### src/rtl/hazard_scoreboard_pkg.sv
// Shared definitions for the decode-stage hazard scoreboard: register-file
// geometry, pending-counter sizing, drain FSM states and the NOP control word.
// Optional feature macro used by the design: WB_BYPASS_EN (same-cycle writeback bypass).
package hazard_scoreboard_pkg;

  localparam int N_REGS  = 32;
  localparam int RF_SIZE = $clog2(N_REGS);
  localparam int PEND_W  = 2;
  localparam int CNT_W   = 32;

  localparam logic [RF_SIZE-1:0] RF_ZERO   = {RF_SIZE{1'b0}};
  localparam logic [PEND_W-1:0]  PEND_ZERO = {PEND_W{1'b0}};
  localparam logic [PEND_W-1:0]  PEND_ONE  = {{(PEND_W-1){1'b0}}, 1'b1};
  localparam logic [PEND_W-1:0]  PEND_MAX  = {PEND_W{1'b1}};
  localparam logic [CNT_W-1:0]   CNT_ONE   = {{(CNT_W-1){1'b0}}, 1'b1};
  localparam logic [CNT_W-1:0]   CNT_MAX   = {CNT_W{1'b1}};

  // Issue-control FSM states.
  typedef enum logic [1:0] {
    ST_RUN   = 2'd0,
    ST_DRAIN = 2'd1,
    ST_DONE  = 2'd2
  } state_e;

  // EX-stage control word; decode loads EX_CTRL_NOP whenever bubble is high.
  typedef struct packed {
    logic       reg_write;
    logic       mem_read;
    logic       mem_write;
    logic       branch;
    logic [3:0] alu_op;
  } ex_ctrl_t;

  localparam ex_ctrl_t EX_CTRL_NOP = '{
    reg_write: 1'b0,
    mem_read:  1'b0,
    mem_write: 1'b0,
    branch:    1'b0,
    alu_op:    4'd0
  };

endpackage

### src/rtl/hazard_scoreboard_pend_ctr.sv
// One pending-write counter for a single architectural register.
// Increments on issue of a writer, decrements on writeback; simultaneous
// inc/dec leaves the count unchanged. A decrement at zero holds zero and
// raises o_underflow for that cycle.
module hazard_scoreboard_pend_ctr
  import hazard_scoreboard_pkg::*;
(
  input  logic              clk,
  input  logic              rst,
  input  logic              i_inc,
  input  logic              i_dec,
  output logic [PEND_W-1:0] o_cnt,
  output logic              o_nonzero,
  output logic              o_underflow
);

  logic [PEND_W-1:0] r_cnt;
  logic [PEND_W-1:0] w_cnt_nxt;
  logic              w_full;

  assign w_full      = (r_cnt == PEND_MAX);
  assign o_cnt       = r_cnt;
  assign o_nonzero   = (r_cnt != PEND_ZERO);
  assign o_underflow = i_dec & (r_cnt == PEND_ZERO);

  // Next count: saturate at both ends, cancel simultaneous inc/dec.
  always_comb begin
    w_cnt_nxt = r_cnt;
    if (i_inc && !i_dec) begin
      if (!w_full) begin
        w_cnt_nxt = r_cnt + PEND_ONE;
      end else begin
        w_cnt_nxt = r_cnt;
      end
    end else if (i_dec && !i_inc) begin
      if (r_cnt != PEND_ZERO) begin
        w_cnt_nxt = r_cnt - PEND_ONE;
      end else begin
        w_cnt_nxt = r_cnt;
      end
    end else begin
      w_cnt_nxt = r_cnt;
    end
  end

  // Counter register.
  always_ff @(posedge clk or posedge rst) begin
    if (rst) begin
      r_cnt <= PEND_ZERO;
    end else begin
      r_cnt <= w_cnt_nxt;
    end
  end

endmodule

### src/rtl/hazard_scoreboard.sv
// Decode-stage issue controller: tracks in-flight register writes, stalls
// on RAW and pending-counter overflow, requests bubbles and supports a
// drain handshake for debug/CSR quiescing.
// Optional macro WB_BYPASS_EN: when defined, a source whose last pending
// write is being written back this cycle does not stall (needs a
// write-through register file).
module hazard_scoreboard
  import hazard_scoreboard_pkg::*;
(
  input  logic               clk,
  input  logic               rst,
  input  logic               i_issue_valid,
  input  logic [RF_SIZE-1:0] i_issue_rs1,
  input  logic [RF_SIZE-1:0] i_issue_rs2,
  input  logic               i_issue_rs1_used,
  input  logic               i_issue_rs2_used,
  input  logic [RF_SIZE-1:0] i_issue_rd,
  input  logic               i_issue_reg_write,
  input  logic               i_flush,
  input  logic               i_wb_we,
  input  logic [RF_SIZE-1:0] i_wb_rd,
  input  logic               i_drain_req,
  output logic               o_drained,
  output logic               o_if_en,
  output logic               o_id_en,
  output logic               o_bubble,
  output logic [CNT_W-1:0]   o_stall_cycles,
  output logic               o_err_underflow
);

  logic [N_REGS-1:0][PEND_W-1:0] w_cnt;
  logic [N_REGS-1:0]             w_nonzero;
  logic [N_REGS-1:0]             w_underflow;

  state_e           r_state;
  state_e           w_state_nxt;
  logic             r_drained;
  logic [CNT_W-1:0] r_stall_cycles;
  logic             r_err_underflow;

  logic w_byp1, w_byp2;
  logic w_raw1, w_raw2, w_ovf, w_hazard, w_block, w_fire, w_all_zero;

  // x0 is never tracked.
  assign w_cnt[0]       = PEND_ZERO;
  assign w_nonzero[0]   = 1'b0;
  assign w_underflow[0] = 1'b0;

  for (genvar r = 1; r < N_REGS; r++) begin : g_pend
    hazard_scoreboard_pend_ctr u_pend_ctr (
      .clk         (clk),
      .rst         (rst),
      .i_inc       (w_fire & i_issue_reg_write & (i_issue_rd == RF_SIZE'(r))),
      .i_dec       (i_wb_we & (i_wb_rd == RF_SIZE'(r))),
      .o_cnt       (w_cnt[r]),
      .o_nonzero   (w_nonzero[r]),
      .o_underflow (w_underflow[r])
    );
  end

`ifdef WB_BYPASS_EN
  assign w_byp1 = i_wb_we & (i_wb_rd == i_issue_rs1) & (w_cnt[i_issue_rs1] == PEND_ONE);
  assign w_byp2 = i_wb_we & (i_wb_rd == i_issue_rs2) & (w_cnt[i_issue_rs2] == PEND_ONE);
`else
  assign w_byp1 = 1'b0;
  assign w_byp2 = 1'b0;
`endif

  // Hazard detection and issue/enable generation, zero latency.
  always_comb begin
    w_raw1     = i_issue_rs1_used & (i_issue_rs1 != RF_ZERO) &
                 (w_cnt[i_issue_rs1] != PEND_ZERO) & ~w_byp1;
    w_raw2     = i_issue_rs2_used & (i_issue_rs2 != RF_ZERO) &
                 (w_cnt[i_issue_rs2] != PEND_ZERO) & ~w_byp2;
    w_ovf      = i_issue_reg_write & (i_issue_rd != RF_ZERO) &
                 (w_cnt[i_issue_rd] == PEND_MAX);
    w_hazard   = i_issue_valid & (w_raw1 | w_raw2 | w_ovf);
    w_block    = w_hazard | (r_state != ST_RUN);
    w_fire     = i_issue_valid & ~w_block & ~i_flush & ~rst;
    w_all_zero = ~(|w_nonzero);
    o_id_en    = ~w_block & ~rst;
    o_if_en    = ~w_block & ~rst;
    o_bubble   = ~w_fire;
  end

  // Drain FSM next state; emptiness is judged on the registered counters.
  always_comb begin
    w_state_nxt = r_state;
    case (r_state)
      ST_RUN: begin
        if (i_drain_req) w_state_nxt = ST_DRAIN;
        else             w_state_nxt = ST_RUN;
      end
      ST_DRAIN: begin
        if (!i_drain_req)    w_state_nxt = ST_RUN;
        else if (w_all_zero) w_state_nxt = ST_DONE;
        else                 w_state_nxt = ST_DRAIN;
      end
      ST_DONE: begin
        if (!i_drain_req) w_state_nxt = ST_RUN;
        else              w_state_nxt = ST_DONE;
      end
      default: w_state_nxt = ST_RUN;
    endcase
  end

  // State register and registered drained flag (tracks DONE exactly).
  always_ff @(posedge clk or posedge rst) begin
    if (rst) begin
      r_state   <= ST_RUN;
      r_drained <= 1'b0;
    end else begin
      r_state   <= w_state_nxt;
      r_drained <= (w_state_nxt == ST_DONE);
    end
  end

  // Saturating hazard-stall counter.
  always_ff @(posedge clk or posedge rst) begin
    if (rst) begin
      r_stall_cycles <= {CNT_W{1'b0}};
    end else if (w_hazard && (r_stall_cycles != CNT_MAX)) begin
      r_stall_cycles <= r_stall_cycles + CNT_ONE;
    end else begin
      r_stall_cycles <= r_stall_cycles;
    end
  end

  // Sticky underflow error, cleared only by reset.
  always_ff @(posedge clk or posedge rst) begin
    if (rst) begin
      r_err_underflow <= 1'b0;
    end else if (|w_underflow) begin
      r_err_underflow <= 1'b1;
    end else begin
      r_err_underflow <= r_err_underflow;
    end
  end

  assign o_drained       = r_drained;
  assign o_stall_cycles  = r_stall_cycles;
  assign o_err_underflow = r_err_underflow;

endmodule
### config.mk
export PLATFORM = sky130hd
export DESIGN_NAME = hazard_scoreboard
export DESIGN_NICKNAME = d
export VERILOG_FILES = /design/src/rtl/hazard_scoreboard_pkg.sv /design/src/rtl/hazard_scoreboard_pend_ctr.sv /design/src/rtl/hazard_scoreboard.sv
export SDC_FILE = /design/constraint.sdc
export NUM_CORES = 1
export LEC_CHECK = 0
export ABC_AREA = 1
export CORE_MARGIN = 2
export CORE_UTILIZATION = 25
export CTS_CLUSTER_DIAMETER = 40
export CTS_CLUSTER_SIZE = 25
export DETAILED_ROUTE_END_ITERATION = 10
export PLACE_DENSITY = 0.48
export RECOVER_POWER = 25
export SYNTH_ARGS = -nofsm -noshare
export SYNTH_HDL_FRONTEND = slang
export SYNTH_HIERARCHICAL = 1
export SYNTH_SLANG_ARGS = --single-unit
### constraint.sdc
create_clock -name clk -period 2.1 [get_ports clk]
set_input_delay 0.42 -clock clk [delete_from_list [all_inputs] [get_ports clk]]
set_output_delay 0.42 -clock clk [all_outputs]
set_load 0.005 [all_outputs]
; Word level (Yosys, flattened, before mapping)
; Index checks and enable logic that the tools add are counted.
[word_totals]
regBits = 98
in_bits = 29
latchBits = 0
output_inout_bits = 37
mem_bits_ro = 0
n_memories = 0
ram_bits = 0
[classes]
order_cmp = 3
bitwise_logic = 112
eq_ne = 129
mux = 135
n_div = 0
add_sub_neg = 63
multipliers = 0
n_reduce_logical = 289
shifts = 0
[ops]
columns = cell, count
row1 = $mux W2, 130
row2 = $reduce_bool A2 Y1, 96
row3 = $eq A5 B5 Y1 const B, 32
row4 = $and A1 B1 Y1, 105
row5 = $reduce_and A3 Y1, 31
row6 = $eq A5 B4 Y1 const B, 16
row7 = $eq A2 B2 Y1 const B, 34
row8 = $logic_not A2 Y1, 32
row9 = $logic_and A1 B1 Y1, 63
row10 = $add A2 B1 Y2 const B, 31
row11 = $logic_not A1 Y1, 62
row12 = $ne A2 B2 Y1 const B, 31
row13 = $reduce_or A31 Y1, 2
row14 = $sub A2 B1 Y2 const B, 31
row15 = $eq A5 B3 Y1 const B, 8
row16 = $add A32 B1 Y32 const B, 1
row17 = $ne A32 B32 Y1 const B, 1
row18 = $bmux W2 S5, 3
row19 = $eq A5 B2 Y1 const B, 4
row20 = $lt A5 B6 Y1 const B, 3
row21 = $reduce_bool A5 Y1, 3
row22 = $eq A5 B1 Y1 const B, 2
row23 = $pmux W2 S3, 1
row24 = $not A1 Y1, 4
row25 = 3 further kinds, 5

; Logic depth before layout (Yosys ltp)
[logic_depth]
word_depth = 18
depth_mapped = 24

; Hierarchy
; The synthesis kept the hierarchy.
[by_module_without_submodules]
columns = module, seq_area_each_um2, area_each_um2, cells_per_inst, instances
row1 = hazard_scoreboard, 900.9, 4585.6, 869, 1
row2 = hazard_scoreboard_pend_ctr, 50.0, 123.9, 17, 31

; Least setup slack after synthesis
; OpenSTA, ideal clock, no wires.
[synth_path]
path_kind = input to register
startpoint = input i_issue_rd[1]
endpoint = register g_pend[10].u_pend_ctr.r_cnt[1]
t_arrival_ps = 2299
t_required_ps = 1980
cell_stages = 19
setup_time_ps = 120
setup_slack_ps = -319
cell_sequence = buf_4 -> inv_2 -> nor2_2 -> buf_2 -> nand2_1 -> nand3_1 -> nand2_1 -> nand2_1 -> o21ai_1 -> nand2_1 -> nand3_1 -> nand3_1 -> nand2_1 -> nand4_1 -> buf_2 -> nor2_1 -> ha_1 -> o21ai_0 -> nand2_1
[synth_via]
elab_chain_cells = 17
[synth_lines]
columns = item, line
row1 = start: declaration, hazard_scoreboard.sv:17  ; input logic [RF_SIZE-1:0] i_issue_rd,
row2 = $bmux W2 S5, hazard_scoreboard.sv:76  ; (w_cnt[i_issue_rd] == PEND_MAX);
row3 = $mux W2 (implied by the code), hazard_scoreboard.sv:76
row4 = $eq A2 B2 Y1, hazard_scoreboard.sv:76
row5 = $and A1 B1 Y1, hazard_scoreboard.sv:75  ; w_ovf = i_issue_reg_write & (i_issue_rd != RF_ZERO) &
row6 = $or A1 B1 Y1, hazard_scoreboard.sv:77  ; w_hazard = i_issue_valid & (w_raw1 | w_raw2 | w_ovf);
row7 = $and A1 B1 Y1, hazard_scoreboard.sv:77
row8 = $or A1 B1 Y1, hazard_scoreboard.sv:78  ; w_block = w_hazard | (r_state != ST_RUN);
row9 = $not A1 Y1, hazard_scoreboard.sv:79  ; w_fire = i_issue_valid & ~w_block & ~i_flush & ~rst;
row10 = $and A1 B1 Y1 (3 in a row), hazard_scoreboard.sv:79
row11 = $and A1 B1 Y1, hazard_scoreboard.sv:53  ; .i_inc (w_fire & i_issue_reg_write & (i_issue_rd == RF_SIZE'(r))),
row12 = $and A1 B1 Y1 (*), hazard_scoreboard.sv:53
row13 = $logic_not A1 Y1, hazard_scoreboard_pend_ctr.sv:35  ; end else if (i_dec && !i_inc) begin
row14 = $logic_and A1 B1 Y1, hazard_scoreboard_pend_ctr.sv:35
row15 = $reduce_bool A2 Y1 (no source line), -
row16 = $reduce_and A3 Y1 (no source line), -
row17 = end signal: assignment, hazard_scoreboard_pend_ctr.sv:51  ; r_cnt <= w_cnt_nxt;
row18 = end: declaration, hazard_scoreboard_pend_ctr.sv:17  ; logic [PEND_W-1:0] r_cnt;
; Every way passes the cells marked *; elsewhere a longest branch is shown, timed or not. The select of a mux whose other input is x is not followed.
; A chain may end at the register's enable or synchronous reset.

; Final worst setup path
[layout_path]
startpoint = register g_pend[25].u_pend_ctr.r_cnt[1]
endpoint = register g_pend[14].u_pend_ctr.r_cnt[1]
[layout_via]
elab_chain_cells = 18
[layout_lines]
columns = item, line
row1 = start: declaration, hazard_scoreboard_pend_ctr.sv:17
row2 = start signal: assignment, hazard_scoreboard_pend_ctr.sv:51
row3 = $bmux W2 S5 (on tied branches), "hazard_scoreboard.sv:72, hazard_scoreboard.sv:74"
row4 = $mux W2 (on tied branches), "hazard_scoreboard.sv:72, hazard_scoreboard.sv:74"
row5 = $reduce_bool A2 Y1 (on tied branches), "hazard_scoreboard.sv:72, hazard_scoreboard.sv:74"
row6 = $and A1 B1 Y1 (on tied branches), "hazard_scoreboard.sv:71, hazard_scoreboard.sv:73"
row7 = $or A1 B1 Y1, hazard_scoreboard.sv:77
row8 = $or A1 B1 Y1 (*), hazard_scoreboard.sv:77
row9 = $and A1 B1 Y1 (*), hazard_scoreboard.sv:77
row10 = $or A1 B1 Y1 (*), hazard_scoreboard.sv:78
row11 = $not A1 Y1 (*), hazard_scoreboard.sv:79
row12 = $and A1 B1 Y1 (*) (3 in a row), hazard_scoreboard.sv:79
row13 = $and A1 B1 Y1 (*) (2 in a row), hazard_scoreboard.sv:53
row14 = $logic_not A1 Y1, hazard_scoreboard_pend_ctr.sv:35
row15 = $logic_and A1 B1 Y1, hazard_scoreboard_pend_ctr.sv:35
row16 = $reduce_bool A2 Y1 (no source line), -
row17 = $reduce_and A3 Y1 (no source line), -
row18 = end signal: assignment, hazard_scoreboard_pend_ctr.sv:51
row19 = end: declaration, hazard_scoreboard_pend_ctr.sv:17
; Marked as above.

==> impl_metrics.json <==
{
  "grt_pass1_vias": 9407,
  "ys_types": 33,
  "p_per_area_nw_per_um2": 368,
  "failed_checks": "setup timing",
  "hold_violations": 0,
  "path_buf_inv": 3,
  "gp_congestion": 0.917,
  "status": "finished, violations left",
  "grt_pass1_wl_mm": 51.0,
  "overflow": 0,
  "num_antenna_cells": 0,
  "num_vias": 9871,
  "cp_data_required_time_ns": 2.36,
  "worstMarginPinSlew_ns": 0.936,
  "die_w_um": 188,
  "grt_use_met1": 0.262,
  "final_common_cell": "nand2_1",
  "maxCapViolCount": 0,
  "start_util": 0.253,
  "hold-worst-slack_ns": 0.509,
  "fillers": 3588,
  "cts_buffers": 9,
  "tritoncts": "done",
  "vdd.ir_drop.worst_uv": 411,
  "placementRows": 67,
  "via_per_inst": 4.64,
  "end_kind": "register",
  "synth_area_um2": 8430,
  "grt_use_met2": 0.300,
  "cp.arrival_ns": 2.92,
  "grt_antenna_before_repair": 0,
  "slowest_delay_ns": 0.42,
  "cts-htree-levels": 3,
  "clock_skew_ns": 0.0155,
  "yosys_warnings": 6,
  "core_um2": 33400,
  "finalCritPeriodShare": 1.27,
  "ctsHoldBuffers": 0,
  "grt_util_met3": 0.0260,
  "fin_nets": 1736,
  "path_clk_slew_ns": 0.08,
  "cp_slowest_cell": "dfrtp_1",
  "routed_wl_mm": 33.6,
  "clk-insertion-delay-late_ns": 0.38,
  "die_h_um": 188,
  "maxSlewHeadroom": 0.376,
  "final_antenna_net_count": 0,
  "dieArea_um2": 35200,
  "startpoint_type": "register",
  "finalWorstSetupSlack_ns": -0.562,
  "grt_use_total": 0.186,
  "drcViolationCount": 0,
  "cp_max_fo": 8,
  "dr.pass1.iters": 5,
  "crit_family": "simple AND/OR/NAND/NOR gates",
  "cts.sinks": 98,
  "grt_max_degree": 34,
  "drive_gt1_frac": 0.331,
  "drt-wirelength-per-cell_um": 15.8,
  "final_max_slew_viol_count": 0,
  "critPathKind": "reg2reg",
  "layout_common_cells": "nand2_1 (542), buf_4 (209), inv_1 (130)",
  "crit_chain": "nor2_2 > nand2_1 > o21ai_1 > a21oi_1 > nand3_1 > nand2_1 > nand2_1 > nand2_1 > nand2_2 > nand3_4 > nand2_2 > nand4_1 > buf_6 > buf_16 > buf_6 > nor2_4 > ha_4 > o21ai_1 > nand2_1",
  "cellLeakagePower_nw": 6.12,
  "busiest_layer": "met2",
  "syn_nets": 1457,
  "first_iter_violations": 729,
  "rsz0062_at_grt": "true",
  "hp-class": "reg2reg",
  "dp_cells": 2077,
  "max_freq_mhz": 376,
  "finish.utilization": 0.393,
  "io_pins": 66,
  "cts_max_path_buffers": 2,
  "cts-root-buf": "clkbuf_16",
  "cp_common_cell": "nand2_1",
  "post_dp_cell_area_um2": 11100,
  "syn_avg_cell_area_um2": 6.04,
  "synthCells": 1396,
  "instances_no_fill": 2128,
  "dp_hpwl_mm": 25.1,
  "portBuffers": 65,
  "ys_seq_area_frac": 0.291,
  "min_period_ns": 2.66,
  "ys_seq_elements": 98,
  "power_mw": 4.82,
  "syn_to_final_growth_pct": 55.5,
  "design_area_um2": 13100,
  "setup_viol": 96
}
## cell usage after synthesis
| cell | instances | area [um^2] |
|---|---|---|
| inv_2 | 4 | 15.0 |
| xor2_1 | 26 | 228 |
| nor2_2 | 35 | 219 |
| or2_4 | 31 | 272 |
| buf_4 | 3 | 22.5 |
| nor3_1 | 21 | 105 |
| clkbuf_1 | 12 | 45.0 |
| a211oi_1 | 2 | 15.0 |
| nor2_1 | 190 | 713 |
| clkinv_1 | 3 | 11.3 |
| o31ai_1 | 1 | 7.51 |
| buf_6 | 4 | 45.0 |
| xnor2_1 | 4 | 35.0 |
| nand4_1 | 9 | 56.3 |
| a21boi_0 | 1 | 7.51 |
| nand2_1 | 557 | 2090 |
| ha_1 | 32 | 400 |
| o21ai_0 | 44 | 220 |
| or3_1 | 1 | 6.26 |
| buf_2 | 15 | 75.1 |
| dfrtp_1 | 98 | 2450 |
| inv_1 | 141 | 529 |
| a21oi_1 | 6 | 30.0 |
| nor3_2 | 1 | 10.0 |
| o21ai_1 | 7 | 35.0 |
| nor4_1 | 19 | 119 |
| nand3b_1 | 1 | 7.51 |
| and2_1 | 1 | 6.26 |
| or2_2 | 2 | 12.5 |
| a31oi_1 | 2 | 12.5 |
| nand3_1 | 120 | 601 |
| o211ai_1 | 2 | 15.0 |
| nand2_2 | 1 | 6.26 |
## flip-flops by register name, indices dropped and copies added, names as in the netlist
register                 count
o_stall_cycles              32
o_err_underflow              1
o_drained                    1
g_pend.u_pend_ctr/o_cnt     62
r_state                      2
## worst paths after layout
check	startpoint	to	slack, ns	depth (start not counted)
worst min-delay path	o_err_underflow$_DFFE_PP0P_	o_err_underflow$_DFFE_PP0P_	0.51	1
worst max-delay path	g_pend[25].u_pend_ctr/o_cnt[1]$_DFFE_PP0P_	g_pend[14].u_pend_ctr/o_cnt[1]$_DFFE_PP0P_	-0.56	19
min in group asynchronous	rst	g_pend[25].u_pend_ctr/o_cnt[0]$_DFFE_PP0P_	1.14	3
worst max register to register	g_pend[25].u_pend_ctr/o_cnt[1]$_DFFE_PP0P_	g_pend[14].u_pend_ctr/o_cnt[1]$_DFFE_PP0P_	-0.56	19
max in group asynchronous	rst	o_stall_cycles[17]$_DFFE_PP0P_	0.37	4
worst min register to register	o_err_underflow$_DFFE_PP0P_	o_err_underflow$_DFFE_PP0P_	0.51	1
## final cells by class
class                           count  area (um^2)  area share
Clock inverter                      6         76.3     0.00583
Inverter                          148          596      0.0455
Multi-Input combinational cell   1116         6520       0.497
Tap cell                          448          561      0.0428
Clock buffer                       10          239      0.0182
Timing Repair Buffer              302         2640       0.202
Sequential cell                    98         2470       0.189
## through the flow
step / setup TNS (ns) / setup WS [ns]
global placement: -125.12 / -1.72
CTS: -26.60 / -0.563
finish: -30.42 / -0.562
global route: -40.46 / -0.646
floorplan: -14.54 / -0.279
detailed placement: -126.06 / -1.70
## repair_timing
| item | CTS | global route |
|---|---|---|
| pin swaps | 72 | 59 |
| resized for setup | 195 | 198 |
| setup buffers | 21 | 11 |
| endpoints found under the hold margin | 0 | 0 |
| setup endpoints to repair | 100 | 101 |
| cloned | 4 | 2 |
## cell families (layout without fill, tap and decap cells)
group / count (synthesis) / after routing / share of synthesized area
AND/OR/NAND/NOR: 989 / 989 / 0.501
buffers and inverters: 182 / 466 / 0.0882
flip-flops: 98 / 98 / 0.291
AO/OA/AOI/OAI: 65 / 65 / 0.0407
adder cells (fa/ha/maj): 32 / 32 / 0.0475
XOR/XNOR: 30 / 30 / 0.0312
## layer usage
layer,vias up,part of all wire
met5,-,0
met4,0,0.014
met3,33,0.049
met2,262,0.46
met1,4658,0.48
li1,4918,-
## where the power goes
part	switching, mW	total, mW	internal [mW]
clock network	0.883	1.87	0.983
registers	0.0412	1.97	1.93
logic	0.541	0.987	0.445
Note: power is estimated with default switching activity, not from simulation.
